### src/rtl/uart8_cpu_oci_dct_packer.sv
// Trace symbol packer: collects 2-bit trace symbols into a 30-bit word.
// A word is offered downstream when it reaches MAX_COUNT symbols, on flush,
// or while draining for end-of-test. The end-of-test sequence reports a
// one-cycle test_ending pulse followed by a sticky test_has_ended flag.
module uart8_cpu_oci_dct_packer #(
    parameter int MAX_COUNT = 15
) (
    input  logic        clk,
    input  logic        reset_n,
    input  logic        sym_valid,
    input  logic [1:0]  sym_data,
    output logic        sym_ready,
    input  logic        flush,
    input  logic        end_req,
    input  logic        out_ready,
    output logic        out_valid,
    output logic [29:0] dct_buffer,
    output logic [3:0]  dct_count,
    output logic        test_ending,
    output logic        test_has_ended
);

    localparam logic [3:0] MAX_C = 4'(MAX_COUNT);

    typedef enum logic [1:0] {FILL, HOLD, ENDING, ENDED} state_t;

    state_t     state, state_nxt;
    logic       end_pending, end_pending_nxt;
    logic       accept;
    logic       xfer;
    logic       end_eff;
    logic [3:0] cnt_acc;

    // Symbols only enter while filling; reset blocks acceptance immediately.
    assign sym_ready      = (state == FILL) && reset_n;
    assign accept         = sym_valid && sym_ready;
    assign xfer           = (state == HOLD) && out_ready;
    // Count as it will be after this cycle's accept, used for flush/end decisions.
    assign cnt_acc        = dct_count + {3'b000, accept};

    // Status outputs are decoded straight from the state register.
    assign out_valid      = (state == HOLD);
    assign test_ending    = (state == ENDING);
    assign test_has_ended = (state == ENDED);

    // State and end-pending registers.
    always_ff @(posedge clk) begin
        if (!reset_n) begin
            state       <= FILL;
            end_pending <= 1'b0;
        end else begin
            state       <= state_nxt;
            end_pending <= end_pending_nxt;
        end
    end

    // Next-state logic. An end request dominates flush; a word that fills
    // on the same cycle as a flush still produces only that one word.
    always_comb begin
        state_nxt       = state;
        end_pending_nxt = end_pending;
        end_eff         = 1'b0;
        case (state)
            FILL: begin
                end_eff = end_pending || end_req;
                if (end_req) end_pending_nxt = 1'b1;
                if (accept && (cnt_acc == MAX_C))
                    state_nxt = HOLD;
                else if (end_eff)
                    state_nxt = (cnt_acc != 4'd0) ? HOLD : ENDING;
                else if (flush && (cnt_acc != 4'd0))
                    state_nxt = HOLD;
            end
            HOLD: begin
                end_eff = end_pending || end_req;
                if (end_req) end_pending_nxt = 1'b1;
                if (xfer) state_nxt = end_eff ? ENDING : FILL;
            end
            ENDING:  state_nxt = ENDED;
            default: state_nxt = ENDED;
        endcase
    end

    // Word datapath: shift in on accept, clear once the consumer takes the word.
    always_ff @(posedge clk) begin
        if (!reset_n) begin
            dct_buffer <= '0;
            dct_count  <= '0;
        end else if (accept) begin
            dct_buffer <= {dct_buffer[27:0], sym_data};
            dct_count  <= cnt_acc;
        end else if (xfer) begin
            dct_buffer <= '0;
            dct_count  <= '0;
        end
    end

endmodule

### config.mk
export PLATFORM = sky130hd
export DESIGN_NAME = uart8_cpu_oci_dct_packer
export DESIGN_NICKNAME = d
export VERILOG_FILES = /design/src/rtl/uart8_cpu_oci_dct_packer.sv
export SDC_FILE = /design/constraint.sdc
export NUM_CORES = 1
export LEC_CHECK = 0
export ABC_CLOCK_PERIOD_IN_PS = 2900
export CELL_PAD_IN_SITES_DETAIL_PLACEMENT = 1
export CELL_PAD_IN_SITES_GLOBAL_PLACEMENT = 1
export CORE_MARGIN = 5
export CORE_UTILIZATION = 30
export DETAILED_ROUTE_END_ITERATION = 6
export GPL_TIMING_DRIVEN = 0
export HOLD_SLACK_MARGIN = 0.08
export PLACE_DENSITY = 0.7
export SLEW_MARGIN = 20
export SYNTH_ARGS = -nofsm -noshare
export SYNTH_HDL_FRONTEND = slang
export SYNTH_SLANG_ARGS = --single-unit
### constraint.sdc
create_clock -name clk -period 2.9 [get_ports clk]
set_input_delay 0.58 -clock clk [delete_from_list [all_inputs] [get_ports clk]]
set_output_delay 0.58 -clock clk [all_outputs]
set_load 0.02 [all_outputs]
# After elaboration in Yosys (flattened, before gate mapping)

Index checks and enable logic that the tools add are counted.

Register bits after elaboration: 37
Bits in latches: 0
Memory bits (writable): 0
Memory bits (read-only): 0
Output and inout bits: 38
Memories kept: 0

Add/sub/neg operators: 1
$mul: 0
Divide/modulo/power cells: 0
Magnitude comparators: 0
Equality and inequality tests: 6
Shift-type cells: 0
Multiplexer cells: 11
Bitwise operators: 0
Reductions and logical operators: 12

Operator list:

| cell                 | number |
|---|---|
| $mux W30             | 2 |
| $mux W2              | 6 |
| $mux W4              | 2 |
| $logic_and A1 B1 Y1  | 5 |
| $add A4 B1 Y4        | 1 |
| $eq A2 B2 Y1 const B | 2 |
| $eq A4 B4 Y1 const B | 1 |
| $ne A4 B1 Y1 const B | 1 |
| $pmux W2 S2          | 1 |
| $reduce_and A2 Y1    | 2 |
| $reduce_bool A4 Y1   | 1 |
| $eq A2 B1 Y1 const B | 1 |
| $logic_not A2 Y1     | 1 |
| $ne A2 B1 Y1 const B | 1 |
| $reduce_bool A2 Y1   | 1 |
| $reduce_or A2 Y1     | 1 |
| $logic_or A1 B1 Y1   | 1 |

# Longest topological paths before layout

Gate-level depths: netlist (run 1).

Depth after elaboration: 10
Mapped depth: 10
Depth with buffers taken out: 7

# Worst setup path before layout (run 1)

No wires, ideal clock.

Path kind: input -> register
Start point: input reset_n
End point: register state[1]
Setup time: 0.070 ns
Arrival time: 2.195 ns
Required time: 2.830 ns
Slack: 0.636 ns
Stages on the path: 8
Path buffers: 2
Cells stage by stage: nor4bb_2 buf_4 buf_6 ha_1 ha_1 nand2b_1 or3_1 a21oi_1

Longest elaborated chain between the ends: 8
Elaborated cells on any way between the ends: 13
Classes of those cells: add/sub: 1; eq/ne: 2; mux: 4; reduce/logical: 6

RTL lines:

| element              | RTL line | text |
|---|---|---|
| from (decl)          | 9        | `input logic reset_n,` |
| $logic_and A1 B1 Y1  | 35       | `assign sym_ready = (state == FILL) && reset_n;` |
| $logic_and A1 B1 Y1  | 36       | `assign accept = sym_valid && sym_ready;` |
| $add A4 B1 Y4        | 39       | `assign cnt_acc = dct_count + {3'b000, accept};` |
| $reduce_bool A4 Y1   | 70, 71   |  |
| $mux W2              | 70       | `state_nxt = (cnt_acc != 4'd0) ? HOLD : ENDING;` |
| $mux W2              | 69       | `else if (end_eff)` |
| $mux W2              | 67       | `if (accept && (cnt_acc == MAX_C))` |
| $pmux W2 S2          | 63       | `case (state)` |
| to (signal assigned) | 52       | `state <= state_nxt;` |
| to (decl)            | 27       | `state_t state, state_nxt;` |

Several ways; a longest one is shown, not always the timed one.
A chain may end at the register's enable or synchronous reset.

# Worst setup path in the final report (run 1)

Ends and elaborated chain as after synthesis.

==> metrics, run 1 <==
status=completed; Setup Crit Path Kind=in -> reg; Routed WL=3.94 mm; Num Clock Sinks=37; Hold WC Path Type=reg -> reg; Final nets=215; Worst Path Required=3110 ps; Worst-Skew Late Latency=280 ps; gr ovfl total=0; max_cap viols=0; sequential share of the synthesized area=50.0%; Inserted Clock Buffers=5; DRC Markers=0; r2r startpoint=state[0]; initial antenna violation count=0; Max IR drop VDD=0.000291 V; vias in the first global route=1375; Tmin final=2750 ps; post-DP HPWL=2.99 mm; flop2flop setup slack=580 ps; Iter 0 DRT Violations=76; post-route ant nets=0; Mapped Area=0.00148 mm2; Ports=46; crit end category=register; fmax=363 MHz; Cells on Worst Hold Path=2; CTS tree=yes; Cells after Synth=152; largest net degree at the start of global routing=12; core area=0.00475 mm2; crit path DAT=2970 ps; Critical Path Max Stage Delay=520 ps; Synth top area share=50.0%; GRT Resource Usage Total=12.6%; Root Driver=clkbuf_8; Worst-path clk slew=70 ps; num rows=25; period utilisation layout=94.9%; Tightest Pin Transition=442 ps; TritonRoute pass-1 iters=4; ANT cells=0; Area Overhead vs Synth=43.3%; RD Place Congestion=0.788; CP startpoint kind=input port; Die Y-Extent=80.2 um; hold-fix buffers at CTS=0; final setup fails=0; average size of a mapped cell=9.74 um2; critical path's slowest cell=clkdlybuf4s50_1; Die X=80.2 um; Filler Cell Count=582; CP max FO=11; Wirelength per Cell=14.5 um; Synth area leader=dfxtp_1; worst path cell trace=clkdlybuf4s50_1 > nor4bb_2 > buf_4 > buf_6 > ha_1 > ha_2 > nand2b_1 > or3_1 > a21oi_1; Post-synth EDFFs=0; register area=741 um2; leakage=0.766 nW; footprint of the multi-input gates=639 um2; asr flop ratio synth=0%; Tot Pwr=1.08 mW; post-cts sizing count=0; clock buffer depth=2; Setup Skew=4.38 ps; Core Util, Final=44.6%; Hold Fails Final Rpt=0; syn nets=163; max-slew violation count=0; H-tree depth=2; setup bufs post-CTS=0; layout cells sized above 1=10.7%; first-pass GRT wire length=6.47 mm; initial core utilization=31.1%; WHS Endpoint=dct_buffer[28]; RSZ-0062 raised after global routing=no; ys flop type=dfxtp_1; PortBufs=45; Die ar.=0.00644 mm2; Hold Startpoint=dct_buffer[28]; vias after detailed routing=1322; Synth area leaders=dfxtp_1, a22oi_1, nor2_1; RR Endpoint=state[1]; R2R depth=9; Synth cell types=33; Via density=4.86; relative slew slack=70.5%; Synthesis Warnings=0; Pwr per Cell Area=511 mW/mm2; flops & latches, synth=37
-- sequential cells by signal, summed over array words and instances, names as in the netlist --
name and count:
dct_count 4, state 2, end_pending 1, dct_buffer 30
-- power by group --
part           internal, mW  switching, mW  total [mW]  leakage (nW)
clock                 0.215          0.170       0.385        0.0542
combinational        0.0749         0.0969       0.172         0.413
sequential            0.517        0.00855       0.526         0.299
-- cells in the final DEF (no fill, tap or decap), drive strengths merged --
master / count
a41oi: 1
xnor2: 2
nor4bb: 1
clkdlybuf4s50: 44
nor2: 36
dlymetal6s2s: 1
dfxtp: 37
inv: 3
o21ai: 2
and2: 1
a22oi: 32
o221ai: 1
nor2b: 1
nor3: 2
and2b: 1
a21bo: 1
clkinv: 1
nand2b: 1
nand3b: 3
a21oi: 5
ha: 3
o31ai: 1
or3: 2
a31oi: 1
nor3b: 1
clkbuf: 12
mux2i: 1
buf: 7
nand3: 1
-- worst max path at each step --
stage / startpoint / endpoint / slack, ps / depth (start not counted)
2_1_floorplan: reset_n / state[1] / 640 / 8
3_3_place_gp: reset_n / state[1] / -90 / 9
3_5_place_dp: reset_n / state[1] / -130 / 9
4_1_cts: reset_n / sym_ready / 80 / 5
5_1_grt: reset_n / state[1] / 0.3 / 9
6_report: reset_n / state[1] / 150 / 9
-- area by class of cell --
class | instances | area share (%)
sequential | 37 | 34.9
multi-input combinational | 100 | 30.1
timing repair buffer | 45 | 21.4
clock buffer | 7 | 4.54
buffer | 12 | 4.31
tap | 67 | 3.95
inverter | 3 | 0.531
clock inverter | 1 | 0.236
-- logic make-up (layout without fill, tap and decap cells) --
family	count (synthesis)	after routing	share of synthesized area, %
buf+inv	15	68	6.93
simple gates	50	50	16.1
xor+xnor	2	2	1.18
compound gates	44	44	22.5
flops	37	37	50.0
fa+ha+maj	3	3	2.54
mux	1	1	0.676
-- per-stage QoR --
stage / hold WS [ps] / TNS, ps / cells / cell area [um2] / worst slack [ps]
3_5_place_dp: 507 / -264 / 264 / 2010 / -134
4_1_cts: 521 / 0 / 272 / 2120 / 77.2
2_1_floorplan: 452 / 0 / 152 / 1480 / 636
5_1_grt: 584 / 0 / 272 / 2120 / 0.268
3_3_place_gp: 483 / -126 / 264 / 2010 / -89.3
6_report: 519 / 0 / 272 / 2120 / 148
-- critical path: cells and delay by family --
family,cells,cell delay [ps]
and+or+nand+nor,3,790
AOI/OAI and AO/OA,1,130
adders and majority gates,2,540
buffers and inverters,3,920
-- cells in the mapped netlist (all sizes together), types with 2 or more instances --
master   n
clkbuf   5
a22oi   32
or3      2
nand3b   3
dfxtp   37
xnor2    2
nor3     2
ha       3
nor2    36
a21oi    5
buf      7
inv      3
o21ai    2
-- per-layer routing --
| metal | part of all wire (%) | GRT usage [%] |
|---|---|---|
| met4 | 1.0 | 5.07 |
| met3 | 2.7 | 2.69 |
| met1 | 44 | 14.5 |
| met2 | 52 | 22.4 |
| met5 | 0 | 0 |
No activity file was read; power rests on OpenSTA's default activity.
==> inputs of run 2 (changes only) <==
Settings changed: CORE_MARGIN 5 to 10, CORE_UTILIZATION 30 to 34, PLACE_DENSITY 0.7 to 0.78.
==> run 2 against run 1 <==
  * Clock skew is 3.2 ps higher
  * Power rose by 0.87%
  * First-iteration DRC count shrank 49%
  * Cell count fell by 6.3%
  * Clock-buffer cell count is the same
  * Core utilization is 6.4 points higher
  * Clock power is 2% higher
  * Critical path type unchanged
  * Largest cell class unchanged
  * Highest routed layer unchanged
==> metrics, run 2 (synthesis gave the netlist of run 1 again) <==
status=completed; Ports=46; first-pass GRT wire length=7.36 mm; Setup Skew=7.59 ps; crit path DAT=2980 ps; Final nets=215; Worst Path Required=3120 ps; Core Util, Final=51.0%; setup ws final=140 ps; Design Area, Final=0.00210 mm2; initial core utilization=36.0%; num rows=23; hold-fix buffers at CTS=0; pre-CTS setup slack=-154 ps; max_cap viols=0; Worst-Skew Late Latency=290 ps; ANT cells=0; period utilisation layout=95.2%; TritonRoute pass-1 iters=4; Biggest register=dct_buffer; R2R depth=9; fmax=362 MHz; DRC Markers=0; Die ar.=0.00739 mm2; commonest cells after routing, fill and taps aside=clkdlybuf4s50_1, dfxtp_1, nor2_1; final setup fails=0; CP max FO=11; core area=0.00412 mm2; Hold Startpoint=end_pending; WHS Endpoint=end_pending; Setup Crit Path Kind=in -> reg; vias in the first global route=1500; PortBufs=45; H-tree depth=2; RR Endpoint=state[1]; Placed Cells=247; Tightest Pin Transition=470 ps; Hold Fails Final Rpt=0; Routed WL=4.34 mm; CTS tree=yes; Hold WC Path Type=reg -> reg; max-slew violation count=0; post-route ant nets=0; r2r startpoint=state[0]; Worst-path clk slew=70 ps; largest net degree at the start of global routing=12; Die X=86.0 um; layout cells sized above 1=10.2%; gr ovfl total=0; Pwr per Cell Area=521 mW/mm2; Max IR drop VDD=0.000293 V; post-cts sizing count=0; Area Overhead vs Synth=41.7%; crit end category=register; CP startpoint kind=input port; relative slew slack=68.7%; Cells on Worst Hold Path=2; Tmin final=2760 ps; Via density=5.18; post-DP HPWL=3.23 mm; RD Place Congestion=0.832; RSZ-0062 raised after global routing=no; setup bufs post-CTS=0; vias after detailed routing=1320; clock buffer depth=2; Regs by FF count=dct_buffer (30), dct_count (4), state (2); Iter 0 DRT Violations=39; Post-DP Area=0.00199 mm2; Num Clock Sinks=37; Inserted Clock Buffers=5; initial antenna violation count=0; GRT Resource Usage Total=12.4%; flop2flop setup slack=590 ps; Root Driver=clkbuf_8; Wirelength per Cell=17.0 um; Die Y-Extent=86.0 um; Largest register FFs=30; leakage=0.769 nW; Non-Filler Instances=255; commonest non-fill, non-tap cell in the layout=clkdlybuf4s50_1
## run 2: worst max path at each step
stage / from / to / slack, ps / depth (start not counted)
3_3_place_gp: reset_n / state[1] / -70 / 9
5_1_grt: reset_n / state[1] / 2 / 9
6_report: reset_n / state[1] / 140 / 9
2_1_floorplan: reset_n / state[1] / 640 / 8
3_5_place_dp: reset_n / state[1] / -150 / 9
4_1_cts: reset_n / sym_ready / 5 / 5
## run 2: worst max-delay path, cell delays in order
cell and delay (ps):
clkdlybuf4s50_1 550, nor4bb_2 300, buf_4 230, buf_6 160
ha_1 230, ha_1 300, a41oi_1 170, or3_1 330
a21oi_1 130
## run 2: routing by layer
layer	up-vias	share of wire, %	GRT usage, %
met5	-	0	0
met4	0	1.8	5.39
met3	6	5.5	5.11
met2	31	50	21.0
met1	635	43	13.1
li1	648	-	-
## run 2: area by class of cell
class                      instances  area (um2)
buffer                            12        91.3
clock buffer                       7        96.3
clock inverter                     1        5.00
fill                             479        2020
inverter                           3        11.3
multi-input combinational        100         637
sequential                        37         741
tap                               50        62.6
timing repair buffer              45         453
## run 2: power by group
| part | leakage (nW) | internal [mW] | switching (mW) |
|---|---|---|---|
| combinational | 0.416 | 0.0751 | 0.0988 |
| clock | 0.0542 | 0.215 | 0.178 |
| sequential | 0.299 | 0.517 | 0.00887 |
## run 2: stage by stage
| step | setup TNS, ps | hold WS [ps] | power, mW |
|---|---|---|---|
| floorplan | 0 | 452 | 0.651 |
| global placement | -65.6 | 479 | 0.707 |
| detailed placement | -252 | 499 | 0.714 |
| CTS | 0 | 518 | 1.11 |
| global route | 0 | 551 | 1.15 |
| finish | 0 | 516 | 1.09 |
